`src/rtl/bias_weight_updater.sv`:
```
// Bias weight table trainer: queues in-flight predictions and writes back the saturated bias weight on resolve.
// Optional macro BIAS_FWD_EN forwards trained weights into queued entries that share the trained index.
module bias_weight_updater #(
    parameter int DEPTH    = 8,
    parameter int INDEX_W  = 10,
    parameter int WEIGHT_W = 2
) (
    input  logic                       clk,
    input  logic                       rst,
    input  logic                       pred_valid,
    input  logic [INDEX_W-1:0]         pred_index,
    input  logic [WEIGHT_W-1:0]        pred_weight,
    output logic                       pred_ready,
    input  logic                       resolve_valid,
    input  logic                       resolve_taken,
    input  logic                       flush,
    output logic [INDEX_W-1:0]         index_update,
    output logic [WEIGHT_W-1:0]        weight_update,
    output logic                       en_1,
    output logic [$clog2(DEPTH):0]     count,
    output logic                       underflow
);
    localparam int PW = $clog2(DEPTH);
    localparam int CW = PW + 1;
    localparam logic signed [WEIGHT_W-1:0] W_MAX = {1'b0, {(WEIGHT_W-1){1'b1}}};
    localparam logic signed [WEIGHT_W-1:0] W_MIN = {1'b1, {(WEIGHT_W-1){1'b0}}};
    localparam logic signed [WEIGHT_W-1:0] W_ONE = {{(WEIGHT_W-1){1'b0}}, 1'b1};

    logic [PW-1:0]        rd_ptr_reg, wr_ptr_reg;
    logic [CW-1:0]        count_reg, count_next;
    logic                 underflow_reg;
    logic [INDEX_W-1:0]   index_update_reg;
    logic [WEIGHT_W-1:0]  weight_update_reg;
    logic                 en_1_reg;

    logic [INDEX_W-1:0]   idx_arr [DEPTH];
    logic [WEIGHT_W-1:0]  w_arr   [DEPTH];

    logic                 push, pop;
    logic [INDEX_W-1:0]   head_idx;
    logic signed [WEIGHT_W-1:0] head_w;
    logic signed [WEIGHT_W-1:0] w_next;
    logic                 low_conf, predicted_taken, train, write_next;
    logic                 fwd_push;

    assign pred_ready = (count_reg != CW'(DEPTH));
    assign push       = pred_valid && pred_ready && !flush;
    assign pop        = resolve_valid && (count_reg != '0) && !flush;

    assign head_idx = idx_arr[rd_ptr_reg];
    assign head_w   = w_arr[rd_ptr_reg];

    // Weights near zero are low confidence and always trained toward the outcome.
    assign predicted_taken = !head_w[WEIGHT_W-1];
    assign low_conf        = (head_w == '0) || (head_w == '1);
    assign train           = (predicted_taken != resolve_taken) || low_conf;

    always_comb begin
        w_next = head_w;
        if (resolve_taken) begin
            if (head_w != W_MAX) w_next = head_w + W_ONE;
        end else begin
            if (head_w != W_MIN) w_next = head_w - W_ONE;
        end
    end

    assign write_next = pop && train && (w_next != head_w);

`ifdef BIAS_FWD_EN
    assign fwd_push = write_next && (pred_index == head_idx);
`else
    assign fwd_push = 1'b0;
`endif

    // Each entry owns its storage so forwarding can rewrite any matching slot in parallel.
    generate
        for (genvar gi = 0; gi < DEPTH; gi++) begin : g_entry
            logic [INDEX_W-1:0]  idx_reg;
            logic [WEIGHT_W-1:0] w_reg;
            logic                wr_sel;

            assign wr_sel = push && (wr_ptr_reg == PW'(gi));

            always_ff @(posedge clk) begin
                if (wr_sel) begin
                    idx_reg <= pred_index;
                    w_reg   <= fwd_push ? w_next : pred_weight;
                end
`ifdef BIAS_FWD_EN
                else if (write_next && (rd_ptr_reg != PW'(gi)) && (idx_reg == head_idx)) begin
                    w_reg <= w_next;
                end
`endif
            end

            assign idx_arr[gi] = idx_reg;
            assign w_arr[gi]   = w_reg;
        end
    endgenerate

    always_comb begin
        count_next = count_reg;
        case ({push, pop})
            2'b10:   count_next = count_reg + 1'b1;
            2'b01:   count_next = count_reg - 1'b1;
            default: count_next = count_reg;
        endcase
    end

    always_ff @(posedge clk or posedge rst) begin
        if (rst) begin
            rd_ptr_reg    <= '0;
            wr_ptr_reg    <= '0;
            count_reg     <= '0;
            underflow_reg <= 1'b0;
        end else if (flush) begin
            rd_ptr_reg <= '0;
            wr_ptr_reg <= '0;
            count_reg  <= '0;
        end else begin
            if (push) wr_ptr_reg <= wr_ptr_reg + 1'b1;
            if (pop)  rd_ptr_reg <= rd_ptr_reg + 1'b1;
            count_reg <= count_next;
            if (resolve_valid && (count_reg == '0)) underflow_reg <= 1'b1;
        end
    end

    always_ff @(posedge clk or posedge rst) begin
        if (rst) begin
            en_1_reg          <= 1'b0;
            index_update_reg  <= '0;
            weight_update_reg <= '0;
        end else begin
            en_1_reg <= write_next;
            if (write_next) begin
                index_update_reg  <= head_idx;
                weight_update_reg <= w_next;
            end
        end
    end

    assign en_1          = en_1_reg;
    assign index_update  = index_update_reg;
    assign weight_update = weight_update_reg;
    assign count         = count_reg;
    assign underflow     = underflow_reg;
endmodule

```
`config.mk`:
```
export PLATFORM = sky130hd
export DESIGN_NAME = bias_weight_updater
export DESIGN_NICKNAME = d
export VERILOG_FILES = /design/src/rtl/bias_weight_updater.sv
export SDC_FILE = /design/constraint.sdc
export NUM_CORES = 1
export LEC_CHECK = 0
export BUFFER_PORTS_ARGS = -buffer_cell sky130_fd_sc_hd__buf_2
export CORE_AREA = 2 2 116 118
export CTS_CLUSTER_DIAMETER = 100
export DETAILED_ROUTE_END_ITERATION = 8
export DIE_AREA = 0 0 118 120
export PLACE_DENSITY_LB_ADDON = 0.15
export SLEW_MARGIN = 20
export SYNTH_ARGS = -nofsm -noshare
export SYNTH_HDL_FRONTEND = slang
export SYNTH_SLANG_ARGS = --single-unit
```
`constraint.sdc`:
```
create_clock -name clk -period 4.9 [get_ports clk]
set_clock_uncertainty 0.1 [all_clocks]
set_input_delay 0.245 -clock clk [delete_from_list [all_inputs] [get_ports clk]]
set_output_delay 0.245 -clock clk [all_outputs]
set_load 0.05 [all_outputs]
```
==> results of run 1 <==
==> area by class of cell <==
| class | count | share of cell area, % |
|---|---|---|
| clock buffer | 17 | 6.98 |
| clock inverter | 15 | 3.68 |
| inverter | 12 | 0.740 |
| multi-input combinational | 128 | 24.0 |
| sequential | 120 | 57.2 |
| tap | 176 | 3.62 |
| timing repair buffer | 42 | 3.78 |
==> power breakdown <==
| part | internal (mW) | leakage (nW) | total (mW) | switching, mW |
|---|---|---|---|---|
| Combinational | 0.382 | 0.733 | 0.911 | 0.530 |
| Clock | 0.905 | 0.314 | 1.35 | 0.441 |
| Sequential | 1.19 | 1.17 | 1.28 | 0.0894 |
==> path summary, 6_finish.rpt <==
kind | from | to | slack (ns) | depth (start not counted)
min in group asynchronous | rst | en_1$_DFF_PP0_ | 0.37 | 3
min | pred_index[5] | g_entry[6].idx_reg[5]$_DFFE_PP_ | 0.02 | 1
min reg2reg | underflow$_DFFE_PP0P_ | underflow$_DFFE_PP0P_ | 0.37 | 1
max | rd_ptr_reg[0]$_DFFE_PP0P_ | index_update[4]$_DFFE_PP0P_ | 1.50 | 10
max reg2reg | rd_ptr_reg[0]$_DFFE_PP0P_ | index_update[4]$_DFFE_PP0P_ | 1.50 | 10
max in group asynchronous | rst | rd_ptr_reg[0]$_DFFE_PP0P_ | 3.92 | 3
==> cells in the final DEF (no fill, tap or decap), types with 2 or more instances in the layout <==
| cell type | netlist | final |
|---|---|---|
| nand2_1 | 7 | 7 |
| xor2_1 | 3 | 3 |
| xnor2_1 | 6 | 6 |
| o21ai_0 | 2 | 2 |
| nor3b_1 | 2 | 2 |
| ha_1 | 13 | 13 |
| edfxtp_1 | 96 | 96 |
| dlygate4sd3_1 | 0 | 2 |
| clkinvlp_4 | 0 | 2 |
| a21oi_1 | 4 | 4 |
| nand3_1 | 4 | 4 |
| nor2_1 | 9 | 9 |
| clkbuf_16 | 0 | 17 |
| mux2_4 | 7 | 7 |
| mux2i_1 | 6 | 6 |
| mux2_2 | 13 | 13 |
| mux4_2 | 24 | 24 |
| a21o_1 | 2 | 2 |
| inv_6 | 0 | 3 |
| clkinv_4 | 0 | 2 |
| bufinv_16 | 0 | 5 |
| and2_1 | 2 | 2 |
| inv_1 | 12 | 11 |
| buf_2 | 1 | 36 |
| buf_4 | 0 | 4 |
| dfrtp_1 | 24 | 24 |
| clkinv_2 | 0 | 3 |
| and3_1 | 6 | 6 |
| nor4_1 | 3 | 3 |
==> worst register-to-register path, cell delays in order (launching register included) <==
cell and delay, ns:
dfrtp_1 0.71, mux4_2 0.59, mux2i_2 0.30, inv_1 0.11
ha_1 0.21, inv_1 0.05, mux2i_1 0.09, xnor2_1 0.15
a211oi_2 0.36, buf_4 0.31, mux2_4 0.32
==> Yosys cell counts (3+ instances only) <==
cell type and count:
mux2_4 7, ha_1 13, xnor2_1 6, clkbuf_1 7, inv_1 12, edfxtp_1 96
and3_1 6, a21oi_1 4, nand2_1 7, nand3_1 4, mux2i_1 6, xor2_1 3
nor4_1 3, nor2_1 9, dfrtp_1 24, mux2_2 13, mux4_2 24
==> layer usage <==
metal	track usage, %	vias to the layer above	routed length, µm
met1	20.9	1315	4710
met4	5.20	0	123
met5	0	-	0
met2	24.1	44	4660
li1	-	1159	-
met3	4.56	8	337
==> cells by family after synthesis <==
kind of cell | share of synthesized area (%)
AO/OA/AOI/OAI | 2.33
buffers and inverters | 2.10
flip-flops | 68.9
AND/OR/NAND/NOR | 4.26
XOR/XNOR | 1.56
multiplexers | 17.6
adder cells (fa/ha/maj) | 3.22
==> metrics by stage <==
| stage | worst slack, ns | cell area, µm² | hold slack, ns | utilization [%] |
|---|---|---|---|---|
| final | 1.50 | 6090 | 0.0162 | 46.9 |
| after global routing | 1.26 | 6090 | 0.0152 | 46.9 |
| after CTS | 1.42 | 6090 | 0.00612 | 46.9 |
| after detailed placement | 1.42 | 5420 | 0.258 | 41.8 |
| after global placement | 1.50 | 5420 | 0.340 | 41.8 |
| after floorplan | 1.94 | 5050 | 0.160 | - |
==> results.txt, run 1 <==
CP Class - reg2reg
Vias in the first global route - 2631
Initial core utilization - 38.9%
Peak VDD IR - 244 µV
Port Buffers - 36
Initial antenna violation count - 0
Die Wd - 118 µm
Drt wl/cell - 19.3 µm
Filler cells - 1140
RSZ-0062 raised after global routing - false
Final Max Slew Viols - 0
Total iterations of the first detailed-routing run - 5
Die height - 120 µm
Detailed Place HPWL - 5940 µm
Most used cell, CP - inv_1
Yosys top cell area share - 57.1%
Die Area - 14200 µm²
Status - finished, final reports clean
Cells after Synth - 272
Largest net degree at the start of global routing - 25
DRC - 0
Post-synth top flop - edfxtp_1
Mapped Area - 5050 µm²
GRT Residual Overflow - 0
Max cap viols - 0
Placed cells - 476
Final setup viols - 0
CTS Buf Count - 17
Post-synth top area cell - edfxtp_1
Slew of the pin with the lowest slew margin - 0.853 ns
Slew HR - 43.1%
CP Capture Type - flip-flop
Overall power - 3.54 mW
Avg Inst Size Synth - 18.6 µm²
Synth top area cells - edfxtp_1 (57%), dfrtp_1 (12%), mux4_2 (11%)
Final Wtd Congestion - 0.763
LEAKAGE - 2.21 nW
H-tree depth - 4
Max Freq - 294 MHz
Power Dens Cells - 581 nW/µm²
Worst EP arrival - 3.58 ns
Minimum clock period - 3.40 ns
Core ar. - 13000 µm²
Multi-input gate area - 1460 µm²
First-pass GRT wire length - 15600 µm
Required time worst endpoint - 5.08 ns
Register Area - 3480 µm²
Share of cells above drive strength 1 - 36.2%
Clock root buffer - clkbuf_16
Clock-pin transition on the worst setup and hold timing paths - 0.05 ns
Post-synth ARST share - 20.0%
Row cnt - 42
Post-CTS Hold Fix Bufs - 2
WP buf/inv - 3
Vias per cell - 4.95
TNS Setup - 0 ns
Post-route ant nets - 0
# IOs - 37
Final nets - 352
Post-cts resize count - 0
Cell family with most CP delay - multiplexers
Seq/Total Area, Yosys - 68.9%
Mapped Nets - 303
P&R area growth vs syn - 20.6%
WL final - 9830 µm
Post-CTS Setup Repair Bufs - 0
HP Class - in2reg
Iter 0 DRT Violations - 188
Crit-path slowest cell - dfrtp_1
CTS tree - built
Final worst-path cycle share - 69.4%
Final hold violations - 0
CP Launch Type - flip-flop
#FFs+latches synth - 120
Max reg flops - 80
Diode count - 0
Warnings, synthesis - 0
Max Root-Sink Buffers - 2
Clock sink count - 120
Layout Cells excl Fill - 510
Crit-path max FO - 10
Number of synthesized flops with an enable pin - 96
Largest stage delay on the critical path - 0.71 ns
Via count - 2526
Worst skew pair latency - 0.40 ns
Cell variety after synth - 39
Gr usage total - 15.5%
Crit-path cells - mux4_2 > mux2i_2 > inv_1 > ha_1 > inv_1 > mux2i_1 > xnor2_1 > a211oi_2 > buf_4 > mux2_4
No activity file was read; power rests on OpenSTA's default activity.
==> run 2: changes to the inputs <==
==> constraint.sdc (replaced) <==
create_clock -name clk -period 3.15 [get_ports clk]
set_clock_uncertainty 0.1 [all_clocks]
set_input_delay 0.1575 -clock clk [delete_from_list [all_inputs] [get_ports clk]]
set_output_delay 0.1575 -clock clk [all_outputs]
set_load 0.05 [all_outputs]
==> run 2 against run 1 <==
Wire length is 2.2% higher. Flip-flop and latch count stayed put. Combinational power is 62% higher. Clock-buffer cell count is 5 higher.
==> results.txt, run 2 (synthesis results as in run 1) <==
Drt wl/cell - 18.8 µm (-2.2%)
Worst Hold Launch - flush
Post-route ant nets - 0 (unchanged)
Minimum clock period - 2.94 ns (-0.459 ns)
Internal power - 3.77 mW (+52%)
Largest net degree at the start of global routing - 25 (unchanged)
Clock-pin transition on the worst setup and hold timing paths - 0.05 ns (about the same)
Hold path depth - 2 (+1)
Die height - 120 µm (unchanged)
Filler cells - 1135 (-0.44%)
Final setup viols - 0 (unchanged)
First-pass GRT wire length - 15600 µm (unchanged)
Initial core utilization - 38.9% (unchanged)
Max Root-Sink Buffers - 2 (unchanged)
GRT Residual Overflow - 0 (unchanged)
DRC - 0 (unchanged)
Row cnt - 42 (unchanged)
Met1 Use GR - 20.2% (-0.76 points)
Die Area - 14200 µm² (unchanged)
CP Class - reg2reg
Final worst-path cycle share - 93.3% (+24 points)
Share of cells above drive strength 1 - 35.6% (-0.65 points)
Clock network fraction of design power - 35.7% (-2.3 points)
Slew of the pin with the lowest slew margin - 0.890 ns (+0.0371 ns)
Final Wtd Congestion - 0.722 (-5.4%)
Sw Ratio - 30.0% (+0.031 points)
Status - finished, final reports clean
H-tree depth - 4 (unchanged)
Worst skew pair latency - 0.41 ns (about the same)
Worst EP arrival - 3.13 ns (-0.45 ns)
# IOs - 37 (unchanged)
Iter 0 DRT Violations - 218 (+16%)
Die Wd - 118 µm (unchanged)
Hold EP - count[1]$_DFFE_PP0P_
CP Launch Type - flip-flop
Busiest grt layer - met2
WL final - 10000 µm (+2.2%)
Layout Cells excl Fill - 533 (+4.5%)
Post-CTS Setup Repair Bufs - 0 (unchanged)
Initial antenna violation count - 0 (unchanged)
Crit-path max FO - 8 (-2)
Max Freq - 340 MHz (+16%)
Final nets - 375 (+6.5%)
Vias in the first global route - 2699 (+2.6%)
FF-to-FF End - index_update[7]$_DFFE_PP0P_
Worst R2R Path Depth - 9 (-1)
Hold Worst Slack - 0.0318 ns (+0.0156 ns)
Gr usage total - 15.5% (+0.062 points)
Sw Pwr - 1.61 mW (+52%)
Met2 Usage GRT - 24.1% (+0.036 points)
Slew HR - 40.7% (-2.5 points)
RSZ-0062 raised after global routing - false
Port Buffers - 36 (unchanged)
R2r startpoint - rd_ptr_reg[0]$_DFFE_PP0P_
Max reg flops - 80 (unchanged)
Post-layout util - 48.1% (+1.1 points)
Final Max Slew Viols - 0 (unchanged)
LEAKAGE - 2.29 nW (+3.4%)
CP Capture Type - flip-flop
CTS Buf Count - 17 (unchanged)
Detailed Place HPWL - 6090 µm (+2.7%)
Peak VDD IR - 498 µV (+100%)
P&R area growth vs syn - 23.5%
Placed cells - 486 (+2.1%)
Most common cell after layout, fill and taps aside - edfxtp_1
Power Dens Cells - 863 nW/µm² (+48%)
CTS tree - built
Total iterations of the first detailed-routing run - 4 (-1)
HP Class - in2reg
Met3 Track Usage GR - 4.18% (-0.38 points)
Core ar. - 13000 µm² (unchanged)
Required time worst endpoint - 3.34 ns (-1.74 ns)
Via count - 2637 (+4.4%)
Vias per cell - 4.95 (-0.11%)
Clock sink count - 120 (unchanged)
Commonest cells after routing, fill and taps aside - edfxtp_1 (96), buf_2 (36), mux4_2 (24), dfrtp_1 (23), clkbuf_16 (17)
Worst R2R Setup Slack - 0.21 ns (-1.29 ns)
Combinational power share - 27.5% (+1.8 points)
Diode count - 0 (unchanged)
Clock root buffer - clkbuf_16
Max cap viols - 0 (unchanged)
Final hold violations - 0 (unchanged)
TNS Setup - 0 ns (unchanged)
Reg power frac - 36.8% (+0.5 points)
==> run 2: cell count changes in the layout (fill, tap and decap cells not counted), moves of 3 or more <==
| cell | change |
|---|---|
| clkbuf_1 | +3 |
| buf_4 | +10 |
| inv_6 | -3 |
| dlygate4sd3_1 | +13 |
==> run 2: layer usage <==
layer  wire length (µm)  up-vias
met5                  0        -
met4                198        0
met3                309       15
met2               4960       44
met1               4580     1367
li1                   -     1211
==> run 2: final cells by class <==
type | count | area (µm²) | area share, %
sequential | 120 | 3480 | 55.8
inverter | 12 | 45.0 | 0.722
timing repair buffer | 65 | 435 | 6.98
multi-input combinational | 128 | 1460 | 23.4
clock inverter | 10 | 128 | 2.05
tap | 176 | 220 | 3.53
clock buffer | 22 | 464 | 7.44
==> run 2: what timing repair did <==
item,CTS,global route
endpoints found under the hold margin,122,0
resized for setup,0,1
setup endpoints to repair,0,7
hold buffers,15,0
==> run 2: how the worst max path moves through the flow <==
stage | slack, ns | from | to | cells past startpoint
3_3_place_gp | 0.18 | rd_ptr_reg[0]$_DFFE_PP0P_ | index_update[7]$_DFFE_PP0P_ | 9
4_1_cts | 0.09 | rd_ptr_reg[0]$_DFFE_PP0P_ | index_update[8]$_DFFE_PP0P_ | 9
5_1_grt | 0.06 | rd_ptr_reg[0]$_DFFE_PP0P_ | index_update[8]$_DFFE_PP0P_ | 9
2_1_floorplan | 0.19 | count[0]$_DFFE_PP0P_ | count[3]$_DFFE_PP0P_ | 7
6_report | 0.21 | rd_ptr_reg[0]$_DFFE_PP0P_ | index_update[7]$_DFFE_PP0P_ | 9
3_5_place_dp | 0.10 | rd_ptr_reg[0]$_DFFE_PP0P_ | index_update[6]$_DFFE_PP0P_ | 9
==> run 2: per-stage QoR <==
stage,total power [mW],cell area (µm²),setup WS (ns)
after floorplan,3.14,5050,0.186
after global placement,3.49,5500,0.184
after detailed placement,3.50,5500,0.101
after CTS,5.45,6240,0.0935
after global routing,5.63,6240,0.0616
final,5.39,6240,0.210
==> run 2: worst max-delay path, stage by stage (launching register included) <==
cell,delay (ns)
dfrtp_2,0.45
mux4_2,0.55
mux2i_4,0.24
inv_1,0.10
ha_1,0.19
mux2i_1,0.22
xnor2_1,0.11
a211oi_2,0.25
buf_4,0.26
mux2_2,0.35
==> run 2: power by group through the flow <==
stage	Combinational [mW]	Clock, mW	Sequential, mW
2_1_floorplan	0.830	0	2.31
3_3_place_gp	1.48	0	2.01
3_5_place_dp	1.49	0	2.01
4_1_cts	1.51	1.96	1.98
5_1_grt	1.60	2.03	2.00
6_report	1.48	1.92	1.98
==> run 3: changes to the inputs <==
--- a/config.mk
+++ b/config.mk
@@ -6,11 +6,12 @@
 export NUM_CORES = 1
 export LEC_CHECK = 0
 export BUFFER_PORTS_ARGS = -buffer_cell sky130_fd_sc_hd__buf_2
-export CORE_AREA = 2 2 116 118
+export CORE_AREA = 2 2 106 129
 export CTS_CLUSTER_DIAMETER = 100
 export DETAILED_ROUTE_END_ITERATION = 8
-export DIE_AREA = 0 0 118 120
+export DIE_AREA = 0 0 108 131
 export PLACE_DENSITY_LB_ADDON = 0.15
+export SETUP_SLACK_MARGIN = 0.3
 export SLEW_MARGIN = 20
 export SYNTH_ARGS = -nofsm -noshare
 export SYNTH_HDL_FRONTEND = slang
==> constraint.sdc (replaced) <==
create_clock -name clk -period 3.25 [get_ports clk]
set_clock_uncertainty 0.1 [all_clocks]
set_input_delay 0.1625 -clock clk [delete_from_list [all_inputs] [get_ports clk]]
set_output_delay 0.1625 -clock clk [all_outputs]
set_load 0.05 [all_outputs]
==> run 3 against run 2 <==
Combinational power up 4%. Cell area up 1.6%. Total power down 1.8%. Die area about the same. Critical path depth up 1. Wire length up 0.20%. Critical endpoint is now index_update[6]$_DFFE_PP0P_. Cell count up 0.19%. Hold slack worse by 0.0020 ns. Highest routed layer unchanged. Fmax up 3.0%. Clock-buffer cell count down 5.
==> results.txt, run 3 (synthesis results as in run 1) <==
Status - finished, final reports clean
Slew of the pin with the lowest slew margin - 0.822 ns (-0.0683 ns)
CTS tree - built
Worst R2R Path Depth - 10 (+1)
Total iterations of the first detailed-routing run - 4 (unchanged)
Max Freq - 350 MHz (+3.0%)
P&R area growth vs syn - 25.5%
Overall power - 5.29 mW (-1.8%)
Die height - 131 µm (+9.2%)
Worst EP arrival - 3.04 ns (-0.09 ns)
CP Capture Type - flip-flop
Slew HR - 45.2% (+4.6 points)
Die Area - 14100 µm² (about the same)
Crit-path max FO - 5 (-3)
Clock sink count - 120 (unchanged)
Largest net degree at the start of global routing - 25 (unchanged)
Max reg flops - 80 (unchanged)
TNS Setup - 0 ns (unchanged)
Final Wtd Congestion - 0.731 (+1.2%)
Max cap viols - 0 (unchanged)
# IOs - 37 (unchanged)
H-tree depth - 4 (unchanged)
Final nets - 384 (+2.4%)
Final worst-path cycle share - 87.8% (-5.5 points)
Power Dens Cells - 834 nW/µm² (-3.3%)
Core ar. - 12900 µm² (-0.23%)
Placed cells - 478 (-1.6%)
CP Launch Type - flip-flop
DRC - 0 (unchanged)
Clock-pin transition on the worst setup and hold timing paths - 0.05 ns (about the same)
Drt wl/cell - 18.9 µm (about the same)
FF-to-FF End - index_update[6]$_DFFE_PP0P_
Final hold violations - 0 (unchanged)
LEAKAGE - 2.33 nW (+1.5%)
Die Wd - 108 µm (-8.5%)
Diode count - 0 (unchanged)
Largest stage delay on the critical path - 0.54 ns (about the same)
Hold EP - rd_ptr_reg[1]$_DFFE_PP0P_
Commonest cells after routing, fill and taps aside - edfxtp_1 (96), buf_2 (36), mux4_2 (24), dfrtp_1 (22), buf_4 (21)
First-pass GRT wire length - 15300 µm (-2.4%)
Detailed Place HPWL - 6300 µm (+3.4%)
CP Class - reg2reg
Most common cell after layout, fill and taps aside - edfxtp_1
Max Root-Sink Buffers - 2 (unchanged)
Filler cells - 1101 (-3.0%)
Share of cells above drive strength 1 - 39.3% (+3.8 points)
Hold path depth - 3 (+1)
Vias per cell - 4.98 (+0.61%)
Port Buffers - 36 (unchanged)
Crit-path slowest cell - mux4_2
Worst Hold Launch - resolve_valid
Clock root buffer - clkbuf_16
Crit-path cells - mux4_2 > mux2i_4 > inv_1 > ha_1 > mux2i_2 > xnor2_1 > a211oi_2 > buf_4 > buf_4 > mux2_4
Post-route ant nets - 0 (unchanged)
R2r startpoint - rd_ptr_reg[0]$_DFFE_PP0P_
Row cnt - 46 (+9.5%)
Required time worst endpoint - 3.43 ns (+0.09 ns)
CTS Buf Count - 17 (unchanged)
Worst R2R Setup Slack - 0.40 ns (+0.19 ns)
Via count - 2658 (+0.80%)
WL final - 10100 µm (+0.20%)
Vias in the first global route - 2752 (+2.0%)
Minimum clock period - 2.85 ns (-0.0855 ns)
Final setup viols - 0 (unchanged)
Layout Cells excl Fill - 534 (+0.19%)
HP Class - in2reg
Most used cell, CP - buf_4
Initial antenna violation count - 0 (unchanged)
Final Max Slew Viols - 0 (unchanged)
Iter 0 DRT Violations - 115 (-47%)
Gr usage total - 15.2% (-0.32 points)
Initial core utilization - 39.0% (+0.090 points)
RSZ-0062 raised after global routing - true
GRT Residual Overflow - 0 (unchanged)
Worst skew pair latency - 0.41 ns (about the same)
Peak VDD IR - 319 µV (-36%)
==> run 3: changes by cell type in the layout (fill, tap and decap cells not counted), moves of 3 or more <==
cell | before | now
buf_4 | 14 | 21
clkbuf_1 | 3 | 0
clkinv_1 | 2 | 5
clkinvlp_4 | 2 | 5
ha_1 | 13 | 10
==> run 3: repair_timing <==
item / 4_1_cts / 5_1_grt
pin swaps: 0 / 5
hold endpoints to repair: 121 / 0
resized for setup: 1 / 11
endpoints found under the setup margin: 12 / 12
hold buffers: 14 / 0
setup buffers: 2 / 7
gates cloned: 0 / 1
==> run 3: area by class of cell <==
| class | instances | area (µm²) | area share, % |
|---|---|---|---|
| multi-input cells | 128 | 1500 | 23.6 |
| well taps | 168 | 210 | 3.32 |
| clock inverters | 15 | 160 | 2.53 |
| inverters | 12 | 45.0 | 0.711 |
| clock buffers | 17 | 425 | 6.71 |
| flip-flops and latches | 120 | 3490 | 55.0 |
| repair buffers | 74 | 517 | 8.15 |
==> run 3: worst max-delay path by stage <==
stage / from / cells after the start / end / slack, ns
after floorplan: count[3]$_DFFE_PP0P_ / 7 / count[3]$_DFFE_PP0P_ / 0.30
after global placement: rd_ptr_reg[0]$_DFFE_PP0P_ / 9 / index_update[8]$_DFFE_PP0P_ / 0.22
after detailed placement: rd_ptr_reg[0]$_DFFE_PP0P_ / 9 / index_update[8]$_DFFE_PP0P_ / 0.14
after CTS: rd_ptr_reg[0]$_DFFE_PP0P_ / 9 / index_update[8]$_DFFE_PP0P_ / 0.32
after global routing: rd_ptr_reg[0]$_DFFE_PP0P_ / 10 / index_update[6]$_DFFE_PP0P_ / 0.24
final: rd_ptr_reg[0]$_DFFE_PP0P_ / 10 / index_update[6]$_DFFE_PP0P_ / 0.40
==> run 3: metal layers <==
layer | vias to the layer above | wire [µm] | track usage [%]
met5 | - | 0 | 0
met4 | 0 | 119 | 5.96
met3 | 13 | 427 | 4.71
met2 | 63 | 5170 | 25.0
met1 | 1361 | 4350 | 18.9
li1 | 1221 | - | -
==> run 3: power breakdown <==
group	switching (mW)	internal, mW	total (mW)
registers	0.109	1.80	1.91
logic	0.847	0.691	1.54
clock network	0.649	1.19	1.84
total	1.61	3.68	5.29
==> run 3: worst max-delay path, delay by kind of cell (launching register included) <==
family	cells	cell delay, ns
AOI/OAI and AO/OA	1	0.18
xor gates and xnor gates	1	0.12
adders and majority gates	1	0.22
buffers and inverters	3	0.41
DFF	1	0.43
muxes	4	1.27
==> run 3: per-stage QoR <==
step	util [%]	area (µm²)	worst slack, ns	hold slack, ns
after floorplan	-	5050	0.301	0.0771
after global placement	42.4	5490	0.224	0.333
after detailed placement	42.4	5490	0.142	0.334
after CTS	48.2	6240	0.316	0.00482
after global routing	48.9	6340	0.238	0.0296
final	48.9	6340	0.395	0.0298
